<file path="config.mk">
export PLATFORM = sky130hd
export DESIGN_NAME = adiabatic_pclk_seq
export DESIGN_NICKNAME = d
export VERILOG_FILES = /design/src/rtl/adiabatic_pkg.sv /design/src/rtl/adiabatic_pclk_phase.sv /design/src/rtl/adiabatic_pclk_seq.sv
export SDC_FILE = /design/constraint.sdc
export NUM_CORES = 1
export LEC_CHECK = 0
export ABC_AREA = 1
export ABC_CLOCK_PERIOD_IN_PS = 4800
export BUFFER_PORTS_ARGS = -buffer_cell sky130_fd_sc_hd__buf_2
export CAP_MARGIN = 30
export CORE_ASPECT_RATIO = 1.25
export CORE_UTILIZATION = 58
export DETAILED_ROUTE_END_ITERATION = 10
export PLACE_DENSITY_LB_ADDON = 0.25
export SYNTH_ARGS = -nofsm -noshare
export SYNTH_HDL_FRONTEND = slang
export SYNTH_SLANG_ARGS = --single-unit
</file>
<file path="constraint.sdc">
create_clock -name clk -period 4.8 [get_ports clk]
set_clock_uncertainty 0.1 [all_clocks]
set_input_delay 1.44 -clock clk [delete_from_list [all_inputs] [get_ports clk]]
set_output_delay 1.44 -clock clk [all_outputs]
set_load 0.005 [all_outputs]
</file>
<file path="src/rtl/adiabatic_pkg.sv">
// Shared types for the adiabatic power-clock sequencer: ramp segments, FSM states
// and the per-phase segment rotation.
package adiabatic_pkg;

  typedef enum logic [1:0] {SEG_RISE, SEG_HOLD, SEG_FALL, SEG_WAIT} seg_e;

  typedef enum logic [1:0] {PCS_IDLE, PCS_RUN, PCS_DRAIN} pcs_state_e;

  // Phase k trails the global segment by k quarters; the 2-bit subtraction wraps mod 4.
  function automatic seg_e phase_seg(input logic [1:0] seg, input int k);
    logic [1:0] w_k;
    w_k = k[1:0];
    return seg_e'(seg - w_k);
  endfunction

endpackage

</file>
<file path="src/rtl/adiabatic_pclk_phase.sv">
// One power-clock rail: turns a local segment/step into a registered trapezoid level
// code plus fully-high / fully-low indicators.
module adiabatic_pclk_phase
  import adiabatic_pkg::*;
#(
  parameter int RAMP_W = 4
) (
  input  logic              clk,
  input  logic              rst,
  input  seg_e              i_seg,
  input  logic [RAMP_W-1:0] i_step,
  input  logic [RAMP_W-1:0] i_s,
  input  logic              i_suppress,
  output logic [RAMP_W-1:0] o_lvl,
  output logic              o_pos,
  output logic              o_neg
);

  logic [RAMP_W-1:0] w_lvl_n;
  logic [RAMP_W-1:0] r_lvl;
  logic              r_pos;
  logic              r_neg;

  always_comb begin
    w_lvl_n = '0;
    if (!i_suppress) begin
      case (i_seg)
        SEG_RISE: w_lvl_n = i_step + RAMP_W'(1);
        SEG_HOLD: w_lvl_n = i_s;
        SEG_FALL: w_lvl_n = i_s - RAMP_W'(1) - i_step;
        default:  w_lvl_n = '0;
      endcase
    end
  end

  always_ff @(posedge clk or posedge rst) begin
    if (rst) begin
      r_lvl <= '0;
      r_pos <= 1'b0;
      r_neg <= 1'b1;
    end else begin
      r_lvl <= w_lvl_n;
      r_pos <= (w_lvl_n == i_s);
      r_neg <= (w_lvl_n == '0);
    end
  end

  assign o_lvl = r_lvl;
  assign o_pos = r_pos;
  assign o_neg = r_neg;

endmodule

</file>
<file path="src/rtl/adiabatic_pclk_seq.sv">
// Multi-phase adiabatic power-clock sequencer. States: IDLE = rails low, counters held;
// RUN = periodic ramps; DRAIN = finish in-flight falls without starting new rises.
module adiabatic_pclk_seq
  import adiabatic_pkg::*;
#(
  parameter int NPHASE = 4,
  parameter int RAMP_W = 4,
  parameter int CNT_W  = 16
) (
  input  logic                     clk,
  input  logic                     rst,
  input  logic                     en,
  input  logic [RAMP_W-1:0]        ramp_steps,
  output logic [NPHASE*RAMP_W-1:0] pc_lvl,
  output logic [NPHASE-1:0]        pc_pos,
  output logic [NPHASE-1:0]        pc_neg,
  output logic                     busy,
  output logic                     cycle_done,
  output logic [CNT_W-1:0]         period_cnt
);

  localparam logic [1:0] DRAIN_LAST = (NPHASE >= 3) ? 2'(NPHASE - 3) : 2'd0;

  pcs_state_e        r_state, w_state_n;
  logic [1:0]        r_seg, w_seg_n;
  logic [RAMP_W-1:0] r_step, w_step_n;
  logic [RAMP_W-1:0] r_s, w_s_n;
  logic              r_first, w_first_n;
  logic              w_last, w_boundary;
  logic              r_busy, r_cycle_done;
  logic [CNT_W-1:0]  r_period_cnt;

  assign w_last = (r_step == r_s - RAMP_W'(1));

  always_comb begin
    w_state_n  = r_state;
    w_seg_n    = r_seg;
    w_step_n   = r_step;
    w_s_n      = r_s;
    w_first_n  = r_first;
    w_boundary = 1'b0;
    if (r_state != PCS_IDLE) begin
      if (w_last) begin
        w_step_n = '0;
        w_seg_n  = r_seg + 2'd1;
      end else begin
        w_step_n = r_step + RAMP_W'(1);
      end
    end
    case (r_state)
      PCS_IDLE: begin
        if (en) begin
          w_state_n = PCS_RUN;
          w_s_n     = (ramp_steps == '0) ? RAMP_W'(1) : ramp_steps;
          w_first_n = 1'b1;
        end
      end
      PCS_RUN: begin
        if (w_last && (r_seg == 2'd3)) begin
          w_boundary = 1'b1;
          w_first_n  = 1'b0;
          if (!en) w_state_n = (NPHASE >= 3) ? PCS_DRAIN : PCS_IDLE;
        end
      end
      PCS_DRAIN: begin
        if (w_last && (r_seg == DRAIN_LAST)) w_state_n = PCS_IDLE;
      end
      default: w_state_n = PCS_IDLE;
    endcase
    if (w_state_n == PCS_IDLE) begin
      w_seg_n  = 2'd0;
      w_step_n = '0;
    end
  end

  always_ff @(posedge clk or posedge rst) begin
    if (rst) begin
      r_state      <= PCS_IDLE;
      r_seg        <= 2'd0;
      r_step       <= '0;
      r_s          <= RAMP_W'(1);
      r_first      <= 1'b0;
      r_busy       <= 1'b0;
      r_cycle_done <= 1'b0;
      r_period_cnt <= '0;
    end else begin
      r_state      <= w_state_n;
      r_seg        <= w_seg_n;
      r_step       <= w_step_n;
      r_s          <= w_s_n;
      r_first      <= w_first_n;
      r_busy       <= (w_state_n != PCS_IDLE);
      r_cycle_done <= w_boundary;
      if (w_boundary) r_period_cnt <= r_period_cnt + CNT_W'(1);
    end
  end

  // A phase stays low until its first rise after start, and never begins a new rise
  // while draining; both keep every rail waveform a clean delayed copy of phase 0.
  for (genvar k = 0; k < NPHASE; k++) begin : g_phase
    logic w_sup;
    assign w_sup = (w_state_n == PCS_IDLE)
                 || (w_first_n && (k > int'(w_seg_n)))
                 || ((w_state_n == PCS_DRAIN) && (k < int'(w_seg_n) + 2));

    adiabatic_pclk_phase #(.RAMP_W(RAMP_W)) u_phase (
      .clk        (clk),
      .rst        (rst),
      .i_seg      (phase_seg(w_seg_n, k)),
      .i_step     (w_step_n),
      .i_s        (w_s_n),
      .i_suppress (w_sup),
      .o_lvl      (pc_lvl[k*RAMP_W +: RAMP_W]),
      .o_pos      (pc_pos[k]),
      .o_neg      (pc_neg[k])
    );
  end

  assign busy       = r_busy;
  assign cycle_done = r_cycle_done;
  assign period_cnt = r_period_cnt;

endmodule

</file>
==> metrics.txt, run 1 <==
sequential fraction of the synthesis area=between 40% and 50%; Critical Path Max Stage Delay=0.44 ns; row cnt=31; critical path required time=4.95 ns; Area growth syn-to-layout=10.5%; clk buf depth=2; Max Clk Rate=250 MHz; CP delay by family, top=simple AND/OR/NAND/NOR gates; final net count=509; RD Place Congestion=0.979; failing checks=design-rule violations; Clock Sinks=55; Clock transition at path regs=0.10 ns; wire per inst=13.7 um; Routed WL=7.66 mm; die width=71.0 um; largest net degree at the start of global routing=36; worst flop-to-flop path endpoint=g_phase[3].u_phase.o_pos$_DFF_PP0_; die area=around 6300 um2; setup bufs post-CTS=0; Design Area, Final=3810 um2; worst hold slack=0.375 ns; Core ar.=5780 um2; H-tree depth=2; total track usage=27.1%; layout cells sized above 1=23.5%; Num CTS Buffers=5; RSZ-0062 raised after global routing=no; Final setup viols=0; register bit total from synthesis=55; DR vias=about 3.0k; post-synthesis cell area=3450 um2; Reg2Reg Setup Slack=0.88 ns; Syn Nets=465; final hold violations=0; outcome=finished with violations; Post-synth top flop=dfrtp_1; Most common cell on crit path=nand2_1; HPWL Detailed=slightly below 6 mm; I/O pins=49; Slew Limit Fails=0; dpl cell area=3700 um2; worst-path maximum fanout=10; Post-synth EDFFs=0; maximum vdd ir drop=~0.5 mV; vias in the first global route=~3k; Warnings, synthesis=0; WP depth=19; Buf+Inv Stages, Crit Path=5; Final Cycle Share=83.5%; Synth Instances=approximately 450; critical-path cell list=buf_2 > inv_1 > nor2_4 > inv_1 > o21ai_2 > clkinv_1 > ha_1 > nand2_1 > nor2_1 > a211oi_1 > xnor2_1 > inv_1 > nand2_1 > nand3_1 > nand3_1 > nand2_1 > nand2_1 > nand2_1 > nor2_1; slowest CP cell=ha_1; CTS tree=done; Pwr Density=718 nW/um2; Worst setup SP type=input pin; setup TNS=0 ns; Syn Area/Cell=between 7 and 8 um2; Setup CP Type=input pin to flip-flop; worst r2r path cells=22; vias per inst=5.28; Crit. End Element=flip-flop; drt first pass iters=8; global-route wire length before repair=13.3 mm; DRT iter0 DRCs=265; initial cell density of the core=59.7%; cts-stage hold buffer count=0; Critical Path Start=en; die height=88.3 um; Total Power=0.00274 W; input/output buffers=48; antenna violations before repair=0; Least-Margin Pin Slew=~0.58 ns; # diodes=0; count of cell types in the netlist=34; cts repair resizes=0; Slew HR=60.9%; Max Cap Viol=0; CP Data Arrival Time=approximately 4.2 ns; clock latency at the later pin of the worst-skew pair=0.31 ns; crit path time final=4.01 ns; Critical Path Sink=g_phase[2].u_phase.o_pos$_DFF_PP0_; global route overflow=0; total leakage power=2.17 nW; number of routed nets with antenna violations=0; Finished Core Util=66.0%; Residual DRC=9; Clock Tree Root=clkbuf_8; Async SR Flop Fraction=100%; Worst R2R Start=r_s[0]$_DFF_PP1_; Hold Crit Class=flip-flop to flip-flop
[logic make-up after synthesis]
logic type | Yosys count | share of synthesized area [%]
AO/OA/AOI/OAI | 17 | 3.91
XOR/XNOR | 16 | 4.06
adder cells (fa/ha/maj) | 10 | 3.84
buffers and inverters | 89 | 11.6
flip-flops | 55 | 40.1
AND/OR/NAND/NOR | 261 | 36.5
[cell usage in the layout (no fill, tap or decap), drive strengths merged]
cell,count
and3,1
xor2,11
o21bai,1
clkinv,2
nand3,63
clkbuf,5
xnor2,5
bufinv,1
nor3,1
clkinvlp,1
nand2,127
fa,1
nand4,27
buf,53
dfstp,5
dfrtp,50
ha,9
nor2,41
o21ai,8
inv,72
a211oi,1
a21oi,7
and2,1
[metrics by stage]
stage / worst slack, ns / std cells
floorplan: 0.990 / 448
global placement: 0.632 / 550
detailed placement: 0.519 / 551
CTS: 0.853 / 559
global route: 0.452 / 559
finish: 0.793 / 559
[routing by layer]
layer	track usage, %	part of all wire (%)	vias up
met3	4.56	6.0	23
met5	0	0	-
met4	13.1	3.4	0
li1	-	-	1495
met2	46.9	49	97
met1	33.2	41	1338
[how the worst min path moves through the flow]
stage	to	cells past startpoint	start
2_1_floorplan	r_first$_DFF_PP0_	2	r_first$_DFF_PP0_
5_1_grt	period_cnt[15]$_DFFE_PP0P_	1	period_cnt[15]$_DFFE_PP0P_
3_3_place_gp	period_cnt[15]$_DFFE_PP0P_	1	period_cnt[15]$_DFFE_PP0P_
3_5_place_dp	period_cnt[15]$_DFFE_PP0P_	1	period_cnt[15]$_DFFE_PP0P_
6_report	period_cnt[15]$_DFFE_PP0P_	1	period_cnt[15]$_DFFE_PP0P_
4_1_cts	period_cnt[15]$_DFFE_PP0P_	1	period_cnt[15]$_DFFE_PP0P_
[Yosys cell counts, types with 4 or more instances]
master | number | area share, %
nand2_1 | 115 | 13
inv_1 | 60 | 6.5
nand3_1 | 58 | 8.4
dfrtp_1 | 50 | 36
nor2_1 | 29 | 3.2
nand4_1 | 26 | 4.7
buf_4 | 11 | 2.4
inv_2 | 11 | 1.2
xor2_1 | 11 | 2.8
nand2_2 | 10 | 1.8
ha_1 | 9 | 3.3
nor2_2 | 8 | 1.4
dfstp_2 | 5 | 3.8
o21ai_2 | 5 | 1.3
xnor2_1 | 5 | 1.3
a21oi_1 | 4 | 0.58
nand3_2 | 4 | 1.2
nor2_4 | 4 | 1.3
[area by class of cell]
type                       instances  area, um2
tap                               66       82.6
inverter                          73        274
multi-input combinational        304       1670
sequential                        55       1380
clock inverter                     3       46.3
fill                             506       1970
timing repair buffer              53        290
clock buffer                       5       68.8
[report_power, final]
group          switching [W]  total, W  internal, W  leakage [nW]
logic                0.00119   0.00177     0.000573          1.42
clock network       0.000154  0.000311     0.000157        0.0548
registers          0.0000579  0.000659     0.000601         0.702
total                0.00141   0.00274      0.00133          2.17
[sequential cells by signal (all words and copies together), names as in the netlist]
| name | flops |
|---|---|
| busy | 1 |
| r_seg | 2 |
| r_state | 2 |
| period_cnt | 16 |
| g_phase.u_phase.o_pos | 4 |
| g_phase.u_phase.o_neg | 4 |
| r_first | 1 |
| g_phase.u_phase.o_lvl | 16 |
| r_step | 4 |
| cycle_done | 1 |
| r_s | 4 |
Note: power is estimated with default switching activity, not from simulation.
==> inputs of run 2 (changes only) <==
--- a/config.mk
+++ b/config.mk
@@ -6,7 +6,7 @@
 export NUM_CORES = 1
 export LEC_CHECK = 0
 export ABC_AREA = 1
-export ABC_CLOCK_PERIOD_IN_PS = 4800
+export ABC_CLOCK_PERIOD_IN_PS = 4050
 export BUFFER_PORTS_ARGS = -buffer_cell sky130_fd_sc_hd__buf_2
 export CAP_MARGIN = 30
 export CORE_ASPECT_RATIO = 1.25
==> constraint.sdc (replaced) <==
create_clock -name clk -period 4.05 [get_ports clk]
set_clock_uncertainty 0.1 [all_clocks]
set_input_delay 1.215 -clock clk [delete_from_list [all_inputs] [get_ports clk]]
set_output_delay 1.215 -clock clk [all_outputs]
set_load 0.005 [all_outputs]
==> metrics.txt, run 2 (same netlist as run 1, synthesis figures left out) <==
Hold Crit Class=flip-flop to flip-flop; maximum vdd ir drop=0.662 mV; input/output buffers=between 40 and 50; Worst Hold Launch=period_cnt[15]$_DFFE_PP0P_; DR vias=3036; commonest non-fill, non-tap cells in the layout=nand2_1 (115), inv_1 (59), nand3_1 (58); Residual DRC=9; CP Data Arrival Time=3.94 ns; number of routed nets with antenna violations=0; DRT iter0 DRCs=166; Num CTS Buffers=5; initial cell density of the core=59.7%; final hold violations=0; HPWL Detailed=5.65 mm; Setup CP Type=input pin to flip-flop; global route overflow=0; Clock Sinks=55; Final setup viols=0; Final Cycle Share=93.7%; Area growth syn-to-layout=10.6%; die width=71.0 um; Core ar.=5780 um2; most common cell after layout, fill and taps aside=nand2_1; Critical Path Start=en; vias in the first global route=between 2k and 3k; clk buf depth=2; pre-CTS setup slack=0.0418 ns; Routed WL=7.50 mm; setup TNS=0 ns; largest net degree at the start of global routing=35; layout cells sized above 1=24.0%; Max Clk Rate=263 MHz; Slew HR=60.4%; Worst R2R Start=r_s[0]$_DFF_PP1_; Max Cap Viol=0; outcome=finished with violations; setup slack after layout=about 0.25 ns; Worst setup SP type=input pin; failing checks=design-rule violations; clock latency at the later pin of the worst-skew pair=~0.31 ns; H-tree depth=2; die height=88.3 um; total track usage=between 20% and 30%; RSZ-0062 raised after global routing=no; Clock Tree Root=clkbuf_8; RD Place Congestion=0.912; Least-Margin Pin Slew=0.590 ns; Crit. End Element=flip-flop; Pwr Density=846 nW/um2; final net count=511; setup bufs post-CTS=0; wire per inst=13.4 um; vias per inst=5.41; crit path time final=3.80 ns; I/O pins=49; global-route wire length before repair=between 10 and 15 mm; CTS tree=done; critical path required time=4.20 ns; antenna violations before repair=0; die area=6270 um2; drt first pass iters=7; Slew Limit Fails=0; cts-stage hold buffer count=0; worst-path maximum fanout=6; Clock transition at path regs=around 0.10 ns; total leakage power=2.18 nW; row cnt=31; # diodes=0
[run 2: cell types whose count changed in the layout (fill, tap and decap cells not counted)]
cell        before  now
buf_4            4    6
clkinv_4         0    2
bufinv_16        1    0
clkinvlp_4       1    0
inv_6            1    0
inv_8            0    1
xnor2_1          5    4
xnor2_2          0    1
[run 2: layer usage]
metal	vias to the layer above	wire length, um	track usage (%)
met5	-	0	0
met4	0	173	9.82
met3	17	404	4.10
met2	100	3760	45.2
met1	1419	3160	32.7
li1	1500	-	-
[run 2: metrics by stage]
step	utilization (%)	instances	power, W	hold WS, ns	cell area [um2]
final	66.1	561	0.00323	0.363	3820
after global routing	66.1	561	0.00359	0.405	3820
after CTS	65.9	561	0.00319	0.369	3810
after detailed placement	64.3	553	0.00286	0.351	3710
after global placement	63.9	552	0.00282	0.352	3690
after floorplan	-	448	0.00243	0.361	3450
[run 2: worst max-delay path, cell delays in order]
cell and delay (ns):
buf_2 0.07, inv_1 0.08, nor2_4 0.22, inv_1 0.13
o21ai_2 0.34, clkinv_1 0.18, ha_1 0.39, nand2_1 0.09
nor2_1 0.04, a211oi_1 0.23, xnor2_1 0.19, inv_1 0.06
nand2_1 0.13, nand3_1 0.11, nand3_1 0.15, nand2_1 0.08
nand2_1 0.06, nand2_1 0.07, nor2_1 0.10
[run 2: report_power, final]
group	internal [W]	switching [W]
logic	0.000706	0.00143
registers	0.000713	0.0000650
clock network	0.000128	0.000188
[run 2: final timing paths]
path	end	slack [ns]	cells after the start
max	g_phase[2].u_phase.o_pos$_DFF_PP0_	0.25	19
min	period_cnt[15]$_DFFE_PP0P_	0.36	1
max reg2reg	g_phase[1].u_phase.o_pos$_DFF_PP0_	0.34	22
min reg2reg	period_cnt[15]$_DFFE_PP0P_	0.36	1
max in group asynchronous	g_phase[3].u_phase.o_neg$_DFF_PP1_	2.41	3
min in group asynchronous	r_s[1]$_DFF_PP0_	0.82	2
[run 2: timing repair]
action,4_1_cts,5_1_grt
gates resized for setup,0,1
endpoints found under the hold margin,0,0
endpoints found under the setup margin,0,1
[run 2: area by class of cell]
| cell class | instances | area (um2) |
|---|---|---|
| clock inverters | 3 | 28.8 |
| clock buffers | 5 | 68.8 |
| fillers | 494 | 1960 |
| repair buffers | 55 | 305 |
| inverters | 73 | 274 |
| well taps | 66 | 82.6 |
| multi-input cells | 304 | 1680 |
| flip-flops and latches | 55 | 1380 |
==> inputs of run 3 (changes only) <==
--- a/config.mk
+++ b/config.mk
@@ -9,8 +9,10 @@
 export ABC_CLOCK_PERIOD_IN_PS = 4050
 export BUFFER_PORTS_ARGS = -buffer_cell sky130_fd_sc_hd__buf_2
 export CAP_MARGIN = 30
+export CELL_PAD_IN_SITES_DETAIL_PLACEMENT = 1
+export CELL_PAD_IN_SITES_GLOBAL_PLACEMENT = 2
 export CORE_ASPECT_RATIO = 1.25
-export CORE_UTILIZATION = 58
+export CORE_UTILIZATION = 33
 export DETAILED_ROUTE_END_ITERATION = 10
 export PLACE_DENSITY_LB_ADDON = 0.25
 export SYNTH_ARGS = -nofsm -noshare
==> metrics.txt, run 3 (same netlist as run 1, synthesis figures left out) <==
outcome=finished, final reports clean; total track usage=18.2%; final hold violations=0; fillcell total=1280; Clock Tree Root=clkbuf_16; Pwr Density=~860 nW/um2; crit path time final=3.69 ns; setup bufs post-CTS=0; Core ar.=10200 um2; layout cells sized above 1=24.8%; Area growth syn-to-layout=15.1%; Clock transition at path regs=around 0.07 ns; Finished Core Util=39.1%; wire per inst=14.3 um; clk buf depth=2; clock latency at the later pin of the worst-skew pair=0.29 ns; die height=about 120 um; Max Clk Rate=271 MHz; global route overflow=0; Least-Margin Pin Slew=0.796 ns; Worst setup SP type=input pin; vias per inst=4.80; CTS tree=done; Critical Path Start=en; Routed WL=9.02 mm; clock power share=approximately 13%; critical path required time=4.18 ns; number of routed nets with antenna violations=0; Residual DRC=0; Slew HR=46.8%; DRT iter0 DRCs=106; Num CTS Buffers=5; Switching Fraction=between 50% and 60%; die width=a little over 90 um; final net count=between 500 and 600; worst r2r path cells=24; Cells on Worst Hold Path=1; sequential share of power=~23%; antenna violations before repair=0; setup slack after layout=0.362 ns; vias in the first global route=3060; RSZ-0062 raised after global routing=no; # diodes=0; Final Cycle Share=between 90% and 100%; commonest non-fill, non-tap cells in the layout=nand2_1 (115), inv_1 (59), nand3_1 (58); cts-stage hold buffer count=0; I/O pins=49; total leakage power=2.23 nW; Max Cap Viol=0; RD Place Congestion=0.821; Reg2Reg Setup Slack=0.41 ns; die area=10900 um2; sink of the worst hold path=period_cnt[15]$_DFFE_PP0P_; Combinational Power Share=64.5%; initial cell density of the core=34.0%; Slew Limit Fails=0; maximum vdd ir drop=about 0.36 mV; Internal=0.00168 W; H-tree depth=2; input/output buffers=48; Hold Crit Class=flip-flop to flip-flop; Clock Sinks=55; worst-path maximum fanout=6; worst hold slack=0.378 ns; Psw=around 0.0017 W; pre-CTS setup slack=0.0211 ns; cts repair resizes=0; drt first pass iters=6; DR vias=3023; Worst Hold Launch=period_cnt[15]$_DFFE_PP0P_; setup TNS=0 ns; HPWL Detailed=7.30 mm; global-route wire length before repair=15.3 mm; Final setup viols=0; Worst R2R Start=r_s[0]$_DFF_PP1_; most common cell after layout, fill and taps aside=nand2_1; largest net degree at the start of global routing=39; CP Data Arrival Time=between 3 and 4 ns; worst flop-to-flop path endpoint=g_phase[3].u_phase.o_pos$_DFF_PP0_; Total Power=~0.0034 W; Setup CP Type=input pin to flip-flop; row cnt=41; Crit. End Element=flip-flop
-- run 3: area by class of cell --
| cell class | instances | area, um2 | area share, % |
|---|---|---|---|
| Clock buffer | 5 | 125 | 3.15 |
| Clock inverter | 3 | 22.5 | 0.567 |
| Inverter | 73 | 274 | 6.90 |
| Multi-Input combinational cell | 304 | 1670 | 42.0 |
| Sequential cell | 55 | 1380 | 34.8 |
| Tap cell | 129 | 161 | 4.06 |
| Timing Repair Buffer | 61 | 338 | 8.50 |
-- run 3: metrics by stage --
stage	std cells	area, um2
floorplan	448	3450
global placement	622	3820
detailed placement	622	3820
CTS	630	3970
global route	630	3970
finish	630	3970
-- run 3: worst max-delay path, cell delays in order --
cell and delay [ns]:
buf_2 0.07, inv_1 0.08, nor2_4 0.21, inv_1 0.13, o21ai_2 0.43, inv_2 0.08
ha_1 0.30, nand2_1 0.07, nor2_1 0.04, a211oi_1 0.25, xnor2_1 0.21, inv_1 0.07
nand2_1 0.14, nand3_1 0.10, nand3_1 0.13, nand2_1 0.08, nand2_1 0.07, nand2_1 0.06
nor2_1 0.09
-- run 3: how the worst max path moves through the flow --
stage,endpoint,slack [ns],depth (start not counted)
floorplan,g_phase[3].u_phase.o_pos$_DFF_PP0_,0.47,18
global placement,g_phase[3].u_phase.o_pos$_DFF_PP0_,0.03,19
detailed placement,g_phase[3].u_phase.o_pos$_DFF_PP0_,0.02,19
CTS,g_phase[3].u_phase.o_pos$_DFF_PP0_,0.32,19
global route,g_phase[3].u_phase.o_pos$_DFF_PP0_,0.04,24
finish,g_phase[3].u_phase.o_pos$_DFF_PP0_,0.36,19
-- run 3: power by group through the flow --
stage	Sequential (W)	Clock (W)	Combinational (W)
after floorplan	0.000786	0	0.00164
after global placement	0.000792	0	0.00220
after detailed placement	0.000797	0	0.00223
after CTS	0.000786	0.000445	0.00224
after global routing	0.000800	0.000468	0.00254
final	0.000782	0.000433	0.00221
-- run 3: per-layer routing --
metal / global-route usage, % / up-vias / share of wire (%)
met3: 2.47 / 6 / 2.8
li1: - / 1522 / -
met2: 32.4 / 46 / 51
met4: 5.03 / 0 / 1.1
met1: 23.1 / 1449 / 45
met5: 0 / - / 0
